`src/rtl/fir_multichannel.sv`:
```
// Multichannel bit-serial FIR: per-channel delay lines share one double-buffered
// coefficient bank and one serial MAC with symmetric/antisymmetric pre-add.
module fir_multichannel #(
    parameter int  DataWidth  = 12,
    parameter int  CoeffWidth = 12,
    parameter int  NTaps      = 9,
    parameter int  NChannels  = 2,
    localparam int NCoeffs    = (NTaps + 1) / 2,
    localparam int ChW        = (NChannels > 1) ? $clog2(NChannels) : 1,
    localparam int CaW        = (NCoeffs > 1) ? $clog2(NCoeffs) : 1
) (
    input  logic                  i_clk,
    input  logic                  i_rst,
    input  logic                  i_sym_coeffs,
    input  logic                  i_coeff_we,
    input  logic [CaW-1:0]        i_coeff_addr,
    input  logic [CoeffWidth-1:0] i_coeff_wdata,
    input  logic                  i_coeff_commit,
    output logic                  o_commit_pend,
    input  logic                  i_in_valid,
    output logic                  o_in_ready,
    input  logic [ChW-1:0]        i_in_ch,
    input  logic [DataWidth-1:0]  i_x,
    output logic                  o_out_valid,
    input  logic                  i_out_ready,
    output logic [ChW-1:0]        o_out_ch,
    output logic [DataWidth-1:0]  o_y,
    output logic                  o_out_sat
);
    localparam int AccW  = DataWidth + CoeffWidth + $clog2(NCoeffs) + 2;
    localparam int BitW  = $clog2(DataWidth + 1);
    localparam int TapIW = (NTaps > 1) ? $clog2(NTaps) : 1;
    localparam logic signed [AccW-1:0] YMax    = AccW'(2 ** (DataWidth - 1) - 1);
    localparam logic signed [AccW-1:0] YMin    = AccW'(-(2 ** (DataWidth - 1)));
    localparam logic signed [AccW-1:0] RndBias = AccW'(2 ** (CoeffWidth - 2));

    if ((NTaps % 2) == 0) begin : g_bad_ntaps
        $error("fir_multichannel: NTaps must be odd");
    end

    typedef enum logic [1:0] {S_IDLE = 2'd0, S_MAC = 2'd1, S_OUT = 2'd2} state_t;

    state_t                      r_state;
    logic [DataWidth-1:0]        r_line   [NChannels][NTaps];
    logic [CoeffWidth-1:0]       r_shadow [NCoeffs];
    logic [CoeffWidth-1:0]       r_active [NCoeffs];
    logic signed [AccW-1:0]      r_acc;
    logic [CaW-1:0]              r_pass;
    logic [BitW-1:0]             r_bit;
    logic [ChW-1:0]              r_ch;
    logic                        r_sym;
    logic                        r_in_ready;
    logic                        r_out_valid;
    logic [ChW-1:0]              r_out_ch;
    logic [DataWidth-1:0]        r_y;
    logic                        r_out_sat;
    logic                        r_commit_pend;

    logic                        w_go;
    logic                        w_to_idle;
    logic                        w_last_pass;
    logic [TapIW-1:0]            w_idx_a;
    logic [TapIW-1:0]            w_idx_b;
    logic [DataWidth-1:0]        w_tap_a;
    logic [DataWidth-1:0]        w_tap_b;
    logic [DataWidth-1:0]        w_tap_m;
    logic [DataWidth:0]          w_s;
    logic signed [AccW-1:0]      w_coef;
    logic signed [AccW-1:0]      w_term;
    logic signed [AccW-1:0]      w_acc_next;
    logic signed [AccW-1:0]      w_q;
    logic [DataWidth-1:0]        w_y;
    logic                        w_sat;

    assign w_go        = (r_state == S_IDLE) && i_in_valid && (int'(i_in_ch) < NChannels);
    assign w_to_idle   = (r_state == S_OUT) && r_out_valid && i_out_ready;
    assign w_last_pass = (r_pass == CaW'(NCoeffs - 1));
    assign w_idx_a     = TapIW'(r_pass);
    assign w_idx_b     = TapIW'(NTaps - 1) - TapIW'(r_pass);

    // Serial MAC step: pre-added tap pair, one bit of it per cycle, MSB weighted negative.
    always_comb begin
        w_tap_a = r_line[r_ch][w_idx_a];
        w_tap_b = r_line[r_ch][w_idx_b];
        w_tap_m = r_line[r_ch][TapIW'(NTaps / 2)];
        if (w_last_pass) begin
            w_s = {w_tap_m[DataWidth-1], w_tap_m};
        end else if (r_sym) begin
            w_s = {w_tap_a[DataWidth-1], w_tap_a} + {w_tap_b[DataWidth-1], w_tap_b};
        end else begin
            w_s = {w_tap_a[DataWidth-1], w_tap_a} - {w_tap_b[DataWidth-1], w_tap_b};
        end
        w_coef = {{(AccW - CoeffWidth){r_active[r_pass][CoeffWidth-1]}}, r_active[r_pass]};
        w_term = w_coef << r_bit;
        if (!w_s[r_bit]) begin
            w_acc_next = r_acc;
        end else if (r_bit == BitW'(DataWidth)) begin
            w_acc_next = r_acc - w_term;
        end else begin
            w_acc_next = r_acc + w_term;
        end
    end

    // Round half-up to the sample grid, then clip to the output range.
    always_comb begin
        w_q = (r_acc + RndBias) >>> (CoeffWidth - 1);
        if (w_q > YMax) begin
            w_y   = YMax[DataWidth-1:0];
            w_sat = 1'b1;
        end else if (w_q < YMin) begin
            w_y   = YMin[DataWidth-1:0];
            w_sat = 1'b1;
        end else begin
            w_y   = w_q[DataWidth-1:0];
            w_sat = 1'b0;
        end
    end

    // Per-channel delay lines; tap 0 holds the newest sample.
    always_ff @(posedge i_clk or posedge i_rst) begin
        if (i_rst) begin
            for (int c = 0; c < NChannels; c++) begin
                for (int t = 0; t < NTaps; t++) begin
                    r_line[c][t] <= '0;
                end
            end
        end else if (w_go) begin
            for (int t = NTaps - 1; t > 0; t--) begin
                r_line[i_in_ch][t] <= r_line[i_in_ch][t-1];
            end
            r_line[i_in_ch][0] <= i_x;
        end
    end

    // Coefficient banks: the active copy only changes while the datapath is idle.
    always_ff @(posedge i_clk or posedge i_rst) begin
        if (i_rst) begin
            for (int k = 0; k < NCoeffs; k++) begin
                r_shadow[k] <= '0;
                r_active[k] <= '0;
            end
            r_commit_pend <= 1'b0;
        end else begin
            if (i_coeff_we) begin
                r_shadow[i_coeff_addr] <= i_coeff_wdata;
            end
            if (((r_state == S_IDLE) && !w_go && (i_coeff_commit || r_commit_pend)) ||
                (w_to_idle && (i_coeff_commit || r_commit_pend))) begin
                r_active      <= r_shadow;
                r_commit_pend <= 1'b0;
            end else if (i_coeff_commit) begin
                r_commit_pend <= 1'b1;
            end
        end
    end

    // Control FSM with registered handshake and result outputs.
    always_ff @(posedge i_clk or posedge i_rst) begin
        if (i_rst) begin
            r_state     <= S_IDLE;
            r_acc       <= '0;
            r_pass      <= '0;
            r_bit       <= '0;
            r_ch        <= '0;
            r_sym       <= 1'b0;
            r_in_ready  <= 1'b1;
            r_out_valid <= 1'b0;
            r_out_ch    <= '0;
            r_y         <= '0;
            r_out_sat   <= 1'b0;
        end else begin
            case (r_state)
                S_IDLE: begin
                    if (w_go) begin
                        r_state    <= S_MAC;
                        r_in_ready <= 1'b0;
                        r_ch       <= i_in_ch;
                        r_sym      <= i_sym_coeffs;
                        r_acc      <= '0;
                        r_pass     <= '0;
                        r_bit      <= '0;
                    end
                end
                S_MAC: begin
                    r_acc <= w_acc_next;
                    if (r_bit == BitW'(DataWidth)) begin
                        r_bit <= '0;
                        if (w_last_pass) begin
                            r_state <= S_OUT;
                        end else begin
                            r_pass <= r_pass + 1'b1;
                        end
                    end else begin
                        r_bit <= r_bit + 1'b1;
                    end
                end
                S_OUT: begin
                    if (!r_out_valid) begin
                        r_out_valid <= 1'b1;
                        r_y         <= w_y;
                        r_out_sat   <= w_sat;
                        r_out_ch    <= r_ch;
                    end else if (i_out_ready) begin
                        r_out_valid <= 1'b0;
                        r_state     <= S_IDLE;
                        r_in_ready  <= 1'b1;
                    end
                end
                default: begin
                    r_state    <= S_IDLE;
                    r_in_ready <= 1'b1;
                end
            endcase
        end
    end

    assign o_commit_pend = r_commit_pend;
    assign o_in_ready    = r_in_ready;
    assign o_out_valid   = r_out_valid;
    assign o_out_ch      = r_out_ch;
    assign o_y           = r_y;
    assign o_out_sat     = r_out_sat;
endmodule

```
`config.mk`:
```
export PLATFORM = sky130hd
export DESIGN_NAME = fir_multichannel
export DESIGN_NICKNAME = d
export VERILOG_FILES = /design/src/rtl/fir_multichannel.sv
export SDC_FILE = /design/constraint.sdc
export NUM_CORES = 1
export LEC_CHECK = 0
export ABC_AREA = 1
export CORE_UTILIZATION = 57
export CTS_CLUSTER_DIAMETER = 80
export DETAILED_ROUTE_END_ITERATION = 10
export HOLD_SLACK_MARGIN = 0.12
export PLACE_DENSITY_LB_ADDON = 0.05
export SETUP_SLACK_MARGIN = 0.1
export SYNTH_ARGS = -nofsm -noshare
export SYNTH_HDL_FRONTEND = slang
export SYNTH_SLANG_ARGS = --single-unit
```
`constraint.sdc`:
```
create_clock -name i_clk -period 14.91 [get_ports i_clk]
set_input_delay 3.7275 -clock i_clk [delete_from_list [all_inputs] [get_ports i_clk]]
set_output_delay 3.7275 -clock i_clk [all_outputs]
set_load 0.005 [all_outputs]
```
# Word level (Yosys, flattened, before mapping)
# Cells that the tools add are included.
# op_classes
n_addsub,8
n_lt_le_gt_ge,11
n_eq_ne,11
n_shift,1
n_mux,78
n_bitwise,8
n_reduce_logical,21
# ops
operator,count
$bwmux 216,9
$demux 108 s1,9
$mux 108,7
$mux 12,10
$bmux 12 s4,2
$mux 96,1
$mux 29,3
$mux 84,1
$mux 72,1
$bwmux 60,1
$mux 60,1
$pmux 29 s2,1
$mux 48,1
$bmux 12 s3,1
$demux 12 s3,1
$mux 36,1
$add 29x12->29 const B,1
$add 29x29->29,1
$shl 29x4->29,1
$sub 29x29->29,1
$mux 13,2
$mux 24,1
$gt 18x12->1 const B,1
$lt 18x12->1 const B,1
39 further kinds,79
# word_totals
regBits,393
out_inout_bits,17
wordCells,178

# Logic depth before layout (Yosys ltp)
# Gate-level depths: netlist of the first run.
# depth
word_depth,14
ltp_mapped,41
ltp_nobuf,35

# Least setup slack after synthesis of the first run
# OpenSTA, ideal clock, no wires.
# synth_path
path_kind,in2reg
start,input port i_in_valid
end,register r_line[113] (netlist name)
setup_time_ns,0.125
arrival_ns,5.429
required_ns,14.785
slack_ns,9.357
stages,9
n_path_buf,2
path_cell_list,nor2_1 inv_1 nand2_1 nor2_1 clkinv_1 nor2_1 clkbuf_1 buf_2 mux2_2
# synth_via
elab_chain_len,1
# synth_lines
element,line,text
from (decl),20,"input logic i_in_valid,"
$logic_and 1x1->1,75,assign w_go = (r_state == S_IDLE) && i_in_valid && (int'(i_in_ch) < NChannels);
"to (signal, indexed assignment)",129,r_line[i_in_ch][t] <= r_line[i_in_ch][t-1];
"to (signal, indexed assignment)",131,r_line[i_in_ch][0] <= i_x;
to (decl),44,logic [DataWidth-1:0] r_line [NChannels][NTaps];
# No other way between the ends.
# A chain may end at the register's enable or synchronous reset.

# Worst setup path after layout of the first run
# layout_path
start,input port i_in_valid
end,register r_line[114] (netlist name)
# Same word-level chain as after synthesis.

==> results of run 1 <==
-- sequential cells by signal, indices dropped and copies added, names as in the netlist --
register and cells:
r_line 216, r_pass 3, o_out_ch 1, o_out_sat 1
r_shadow 60, r_acc 29, r_sym 1, o_out_valid 1
r_active 60, o_y 12, o_commit_pend 1, r_bit 4
r_state 2, o_in_ready 1, r_ch 1
-- worst min-delay path by stage --
stage / start / to / slack (ns) / cells past startpoint
6_report: r_shadow[46] / r_active[46] / 0.47 / 2
5_1_grt: r_shadow[57] / r_active[57] / 0.49 / 2
4_1_cts: r_shadow[15] / r_active[15] / 0.47 / 2
3_5_place_dp: r_active[34] / r_active[34] / 0.46 / 2
3_3_place_gp: r_active[17] / r_active[17] / 0.45 / 2
2_1_floorplan: r_active[47] / r_active[47] / 0.44 / 2
-- cell families after synthesis --
group           share of synthesized area
flops                               0.449
fa+ha+maj                          0.0292
mux                                0.0883
xor+xnor                           0.0200
compound gates                      0.107
buf+inv                            0.0609
simple gates                        0.246
-- area by class of cell --
cell class | instances | area (µm²) | share of cell area
tap | 511 | 639 | 0.0266
clock buffer | 58 | 1250 | 0.0521
multi-input combinational | 1995 | 10800 | 0.448
timing repair buffer | 72 | 668 | 0.0278
clock inverter | 17 | 235 | 0.00978
inverter | 169 | 644 | 0.0268
sequential | 393 | 9840 | 0.409
-- cell usage in the layout, fill, tap and decap left out, types with 19 or more instances in the layout --
cell type          n
a21oi_1          120
buf_4             21
clkbuf_16         44
clkdlybuf4s50_1   51
dfrtp_1          390
ha_1              48
inv_1            159
mux2_2           171
nand2_1          895
nand3_1          264
nor2_1            91
o21a_1            20
o21ai_0          182
o21ai_1           19
xor2_1            37
-- per-stage QoR --
step           instance area (µm²)  hold WS (ns)  worst slack, ns   util  instances
5_1_grt                      24000         0.486             7.66  0.637       3215
3_5_place_dp                 22600         0.459             7.41  0.597       3140
2_1_floorplan                21900         0.442            0.258      -       2693
4_1_cts                      24000         0.465             8.00  0.637       3215
3_3_place_gp                 22600         0.453             7.44  0.597       3140
6_report                     24000         0.468             7.99  0.637       3215
-- metal layers --
metal | part of all wire | vias up | GRT usage
li1 | - | 8880 | -
met1 | 0.46 | 8690 | 0.415
met2 | 0.44 | 470 | 0.447
met3 | 0.064 | 101 | 0.0502
met4 | 0.030 | 0 | 0.107
met5 | 0 | - | 0
-- cell usage after synthesis (3+ instances only) --
cell type / number / area, µm²
nand2_1: 896 / 3360
dfrtp_1: 392 / 9810
nand3_1: 264 / 1320
o21ai_0: 182 / 911
mux2_2: 171 / 1930
inv_1: 161 / 604
a21oi_1: 120 / 601
nor2_1: 93 / 349
clkbuf_1: 62 / 233
ha_1: 48 / 601
buf_2: 47 / 235
xor2_1: 37 / 324
o21a_1: 20 / 150
o21ai_1: 19 / 95.1
buf_6: 15 / 169
nor3_1: 14 / 70.1
xnor2_1: 13 / 114
a2bb2oi_1: 11 / 96.3
a31oi_1: 10 / 62.6
nand4_1: 9 / 56.3
a221oi_1: 8 / 70.1
buf_1: 8 / 30.0
or2_2: 7 / 43.8
a211oi_1: 6 / 45.0
nor2_2: 6 / 37.5
o22ai_1: 5 / 31.3
a21o_1: 4 / 30.0
a21oi_2: 4 / 35.0
buf_4: 4 / 30.0
inv_2: 4 / 15.0
o211ai_1: 4 / 30.0
o31ai_1: 4 / 30.0
a22o_1: 3 / 26.3
and2_1: 3 / 18.8
clkinv_1: 3 / 11.3
nand2_2: 3 / 18.8
nand3b_1: 3 / 22.5
nor4_1: 3 / 18.8
o21bai_1: 3 / 22.5
o221ai_1: 3 / 26.3
-- worst max-delay path, cell delays in order --
cell	delay (ns)
clkdlybuf4s50_1	0.46
nor2_1	0.05
inv_1	0.06
nand2_1	0.09
nor2_1	0.23
clkinv_1	0.10
buf_4	0.28
nor2_4	0.87
buf_4	0.97
mux2_2	0.43
==> flow_metrics.py, run 1 <==
metrics = {
    "status": {
        "outcome": "completed",
    },
    "setup_path": {
        "critPathRequiredTime_ns": 15.36,
        "endpoint_kind": "flip-flop",
        "r2r_cells": 31,
        "setup.worst_path.class": "in2reg",
        "reg2reg_from": "r_pass[1]",
        "worstReg2RegEnd": "r_acc[7]",
        "setup.worst_path.start": "i_in_valid",
        "crit_path_end": "r_line[114]",
        "critical_path_arrival_ns": 7.37,
        "critical_path_peak_fanout": 96,
        "worstSetupStartpointType": "primary input",
        "r2r_setup_slack_ns": 8.19,
    },
    "drt": {
        "drc": 0,
        "drt.antenna.violating_nets": 0,
        "detailroute.via_count": 18100,
        "first_iter_violations": 1332,
        "routed_wirelength_mm": 54.9,
        "firstDrtPassIters": 5,
        "wire_per_inst_um": 17.1,
        "route.detailed.vias_per_inst": 5.64,
    },
    "timing": {
        "min_period_over_period": 0.464,
        "drv_slew": 0,
        "rsz_0062_raised_after_global_routing": "no",
        "setup_viol": 0,
        "finalCriticalPeriod_ns": 6.92,
        "skew_ns": 0.0365,
        "final-hold-violation-count": 0,
        "transition_time_at_the_pin_with_the_least_slew_margin_ns": 1.10,
        "max_clock_freq_mhz": 145,
        "fin_setup_tns_ns": 0,
        "timing.max_slew.rel_slack": 0.246,
    },
    "synth": {
        "postSynth.asyncResetShare": 1.00,
        "synth_cell_types": 56,
        "ys.flop_type": "dfrtp_1",
        "synth_nets": 2778,
        "syn-mean-instance-area_um2": 8.14,
        "post_synth_instance_area_um2": 21900,
        "synthCells": 2693,
        "synth-seq-cells": 393,
        "synthesis.yosys.warnings": 0,
        "number_of_flops_mapped_to_enable_cells_by_yosys": 0,
        "seq_area_frac_synth": 0.449,
    },
    "clock_network": {
        "tritoncts": "yes",
        "cts.repair_timing.setup_buffer_count": 0,
        "ctsHoldBuffers": 0,
        "clock_insertion_delay_worst_skew_ns": 0.59,
        "clock-root-buffer": "clkbuf_16",
        "clock_sink_count": 393,
        "numCtsBuffers": 44,
        "cts.clk_slew.worst_paths_ns": 0.06,
        "cts-htree-levels": 2,
        "maximum_clock_path_buffer_count": 3,
        "ctsResizeCount": 0,
    },
    "placed_design": {
        "gp_congestion": 0.927,
        "place.detailed.hpwl_mm": 36.8,
        "placement.io_buffers": 51,
    },
    "die": {
        "die_area_um2": 39200,
        "start_util": 0.580,
        "top_level_ports": 52,
        "row_count": 71,
        "fp.coreArea_um2": 37800,
        "fp.dieH_um": 198,
        "die-width_um": 198,
    },
    "run": {
        "max-cap-violations": 0,
    },
    "final_layout": {
        "final_nets": 2760,
        "drive_above_1_share": 0.112,
        "area.growth.synth_to_final_pct": 9.72,
        "num_antenna_cells": 0,
        "nFillCells": 3233,
    },
    "global_routing": {
        "grt_pass1_vias": 17400,
        "groute.usage.overall": 0.292,
        "maximum_number_of_pins_on_one_net_before_global_route_repair": 97,
        "grt_antenna_before_repair": 1,
        "grt_pass1_wl_mm": 90.3,
        "grt.overflow.total": 0,
    },
    "worst_hold_path": {
        "hold_path_class": "reg2reg",
    },
}
Power of run 1 is not shown: default switching activity piles up to over one toggle a cycle in this logic, so the estimate is an artifact.
==> run 2, diff against run 1 <==
- CORE_UTILIZATION: 57 -> 60
- clock period: 14.91 -> 7.25 ns (I/O delays scaled with it)
==> flow_metrics.py, run 2 (synthesis results as in run 1) <==
metrics = {
    "worst_hold_path": {
        "hold_path_class": "reg2reg",
        "beginning_of_the_worst_hold_path": "r_line[191]",
        "timing.hold.worst_endpoint": "r_line[179]",
        "min_path_cells": 2,
    },
    "final_layout": {
        "drive_above_1_share": 0.113,
        "final_cell_mix": "nand2_1 (895), dfrtp_1 (390), nand3_1 (264), o21ai_0 (182), mux2_2 (171)",
        "largest_register_ffs": 216,
        "final_nets": 2759,
        "area.growth.synth_to_final_pct": 9.86,
        "reg_with_most_ffs": "r_line",
        "biggestRegsByFlops": "r_line x216, r_active x60, r_shadow x60",
        "layout.cells.most_common": "nand2_1",
        "num_antenna_cells": 0,
    },
    "drt": {
        "detailroute.wirelength.met3_mm": 3.32,
        "route.detailed.vias_per_inst": 5.76,
        "wl_met2_mm": 23.8,
        "wire_per_inst_um": 16.9,
        "firstDrtPassIters": 11,
        "top_layer_used": "met4",
        "drc": 6,
        "routed_wirelength_mm": 53.6,
        "detailroute.via_count": 18300,
        "first_iter_violations": 1500,
        "wirelength_met1_mm": 25.1,
        "drt.antenna.violating_nets": 0,
    },
    "die": {
        "die_area_um2": 37300,
        "die-width_um": 193,
        "row_count": 69,
        "fp.coreArea_um2": 35700,
        "top_level_ports": 52,
        "start_util": 0.613,
        "fp.dieH_um": 193,
    },
    "setup_path": {
        "timing.critical_path.slowest_cell_delay_ns": 0.65,
        "path_common_cell": "nand2_1",
        "cp_num_buf_inv": 6,
        "r2r_cells": 31,
        "worstSetupStartpointType": "flip-flop",
        "setup.worst_path.class": "reg2reg",
        "worstReg2RegEnd": "r_acc[5]",
        "critical_path_peak_fanout": 30,
        "critPathSlowestCell": "dfrtp_2",
        "critPathRequiredTime_ns": 7.72,
        "cp_top_family": "simple AND/OR/NAND/NOR gates",
        "critical_path_arrival_ns": 6.74,
        "reg2reg_from": "r_pass[0]",
        "r2r_setup_slack_ns": 0.98,
        "endpoint_kind": "flip-flop",
    },
    "clock_network": {
        "clock_sink_count": 393,
        "cts.clk_slew.worst_paths_ns": 0.06,
        "maximum_clock_path_buffer_count": 3,
        "clock-root-buffer": "clkbuf_16",
        "cts-htree-levels": 2,
        "tritoncts": "yes",
        "ctsHoldBuffers": 0,
        "clock_insertion_delay_worst_skew_ns": 0.59,
        "numCtsBuffers": 44,
        "cts.repair_timing.setup_buffer_count": 0,
        "ctsResizeCount": 0,
    },
    "global_routing": {
        "grt_pass1_wl_mm": 88.1,
        "maximum_number_of_pins_on_one_net_before_global_route_repair": 136,
        "grt_pass1_vias": 17000,
        "groute.usage.overall": 0.297,
        "grt.overflow.total": 0,
        "grt_antenna_before_repair": 0,
    },
    "timing": {
        "timing.max_slew.rel_slack": 0.401,
        "setup_viol": 0,
        "finalCriticalPeriod_ns": 6.27,
        "drv_slew": 0,
        "fin_setup_tns_ns": 0,
        "transition_time_at_the_pin_with_the_least_slew_margin_ns": 0.896,
        "skew_ns": 0.0161,
        "final-hold-violation-count": 0,
        "min_period_over_period": 0.865,
        "rsz_0062_raised_after_global_routing": "no",
        "max_clock_freq_mhz": 159,
    },
    "placed_design": {
        "place.detailed.hpwl_mm": 36.4,
        "gp_congestion": 0.930,
        "placement.io_buffers": 51,
    },
    "run": {
        "max-cap-violations": 0,
    },
    "status": {
        "outcome": "finished with violations",
        "failing_checks": "DRC",
    },
}
==> run 2: worst reg2reg max path, delay by kind of cell (launching register included) <==
family / cells / cell delay (ns)
AND/OR/NAND/NOR: 15 / 2.62
adder cells (fa/ha/maj): 4 / 1.22
AO/OA/AOI/OAI: 5 / 0.88
buffers and inverters: 6 / 0.66
flip-flops: 1 / 0.65
XOR/XNOR: 1 / 0.14
==> run 2: area by class of cell <==
type                    instances  area (µm²)
repair buffers                 71         723
fillers                      3027       11700
clock inverters                19         239
clock buffers                  63        1290
multi-input cells            1995       10800
inverters                     169         641
flip-flops and latches        393        9840
well taps                     461         577
==> run 2: worst max path at each step <==
stage	startpoint	endpoint	slack [ns]	cells past startpoint
after floorplan	i_rst	o_commit_pend	0.15	1
after global placement	r_pass[0]	r_acc[28]	1.16	31
after detailed placement	r_pass[0]	r_acc[5]	1.02	31
after CTS	r_pass[0]	r_acc[4]	1.0	31
after global routing	r_pass[0]	r_acc[4]	0.35	30
final	r_pass[0]	r_acc[5]	0.98	31
==> run 2: layer usage <==
metal,vias to the layer above,GRT usage
met5,-,0
met4,0,0.0856
met3,92,0.0538
met2,521,0.456
met1,8759,0.430
li1,8902,-
==> run 2: stage by stage <==
step | setup WS (ns) | hold WS [ns] | cells | util | instance area [µm²]
2_1_floorplan | 0.150 | 0.442 | 2693 | - | 21900
3_3_place_gp | 1.16 | 0.453 | 3089 | 0.631 | 22500
3_5_place_dp | 1.02 | 0.458 | 3089 | 0.631 | 22500
4_1_cts | 0.999 | 0.472 | 3171 | 0.674 | 24100
5_1_grt | 0.345 | 0.486 | 3171 | 0.674 | 24100
6_report | 0.977 | 0.467 | 3171 | 0.674 | 24100
Power of run 2 is left out for the same reason.
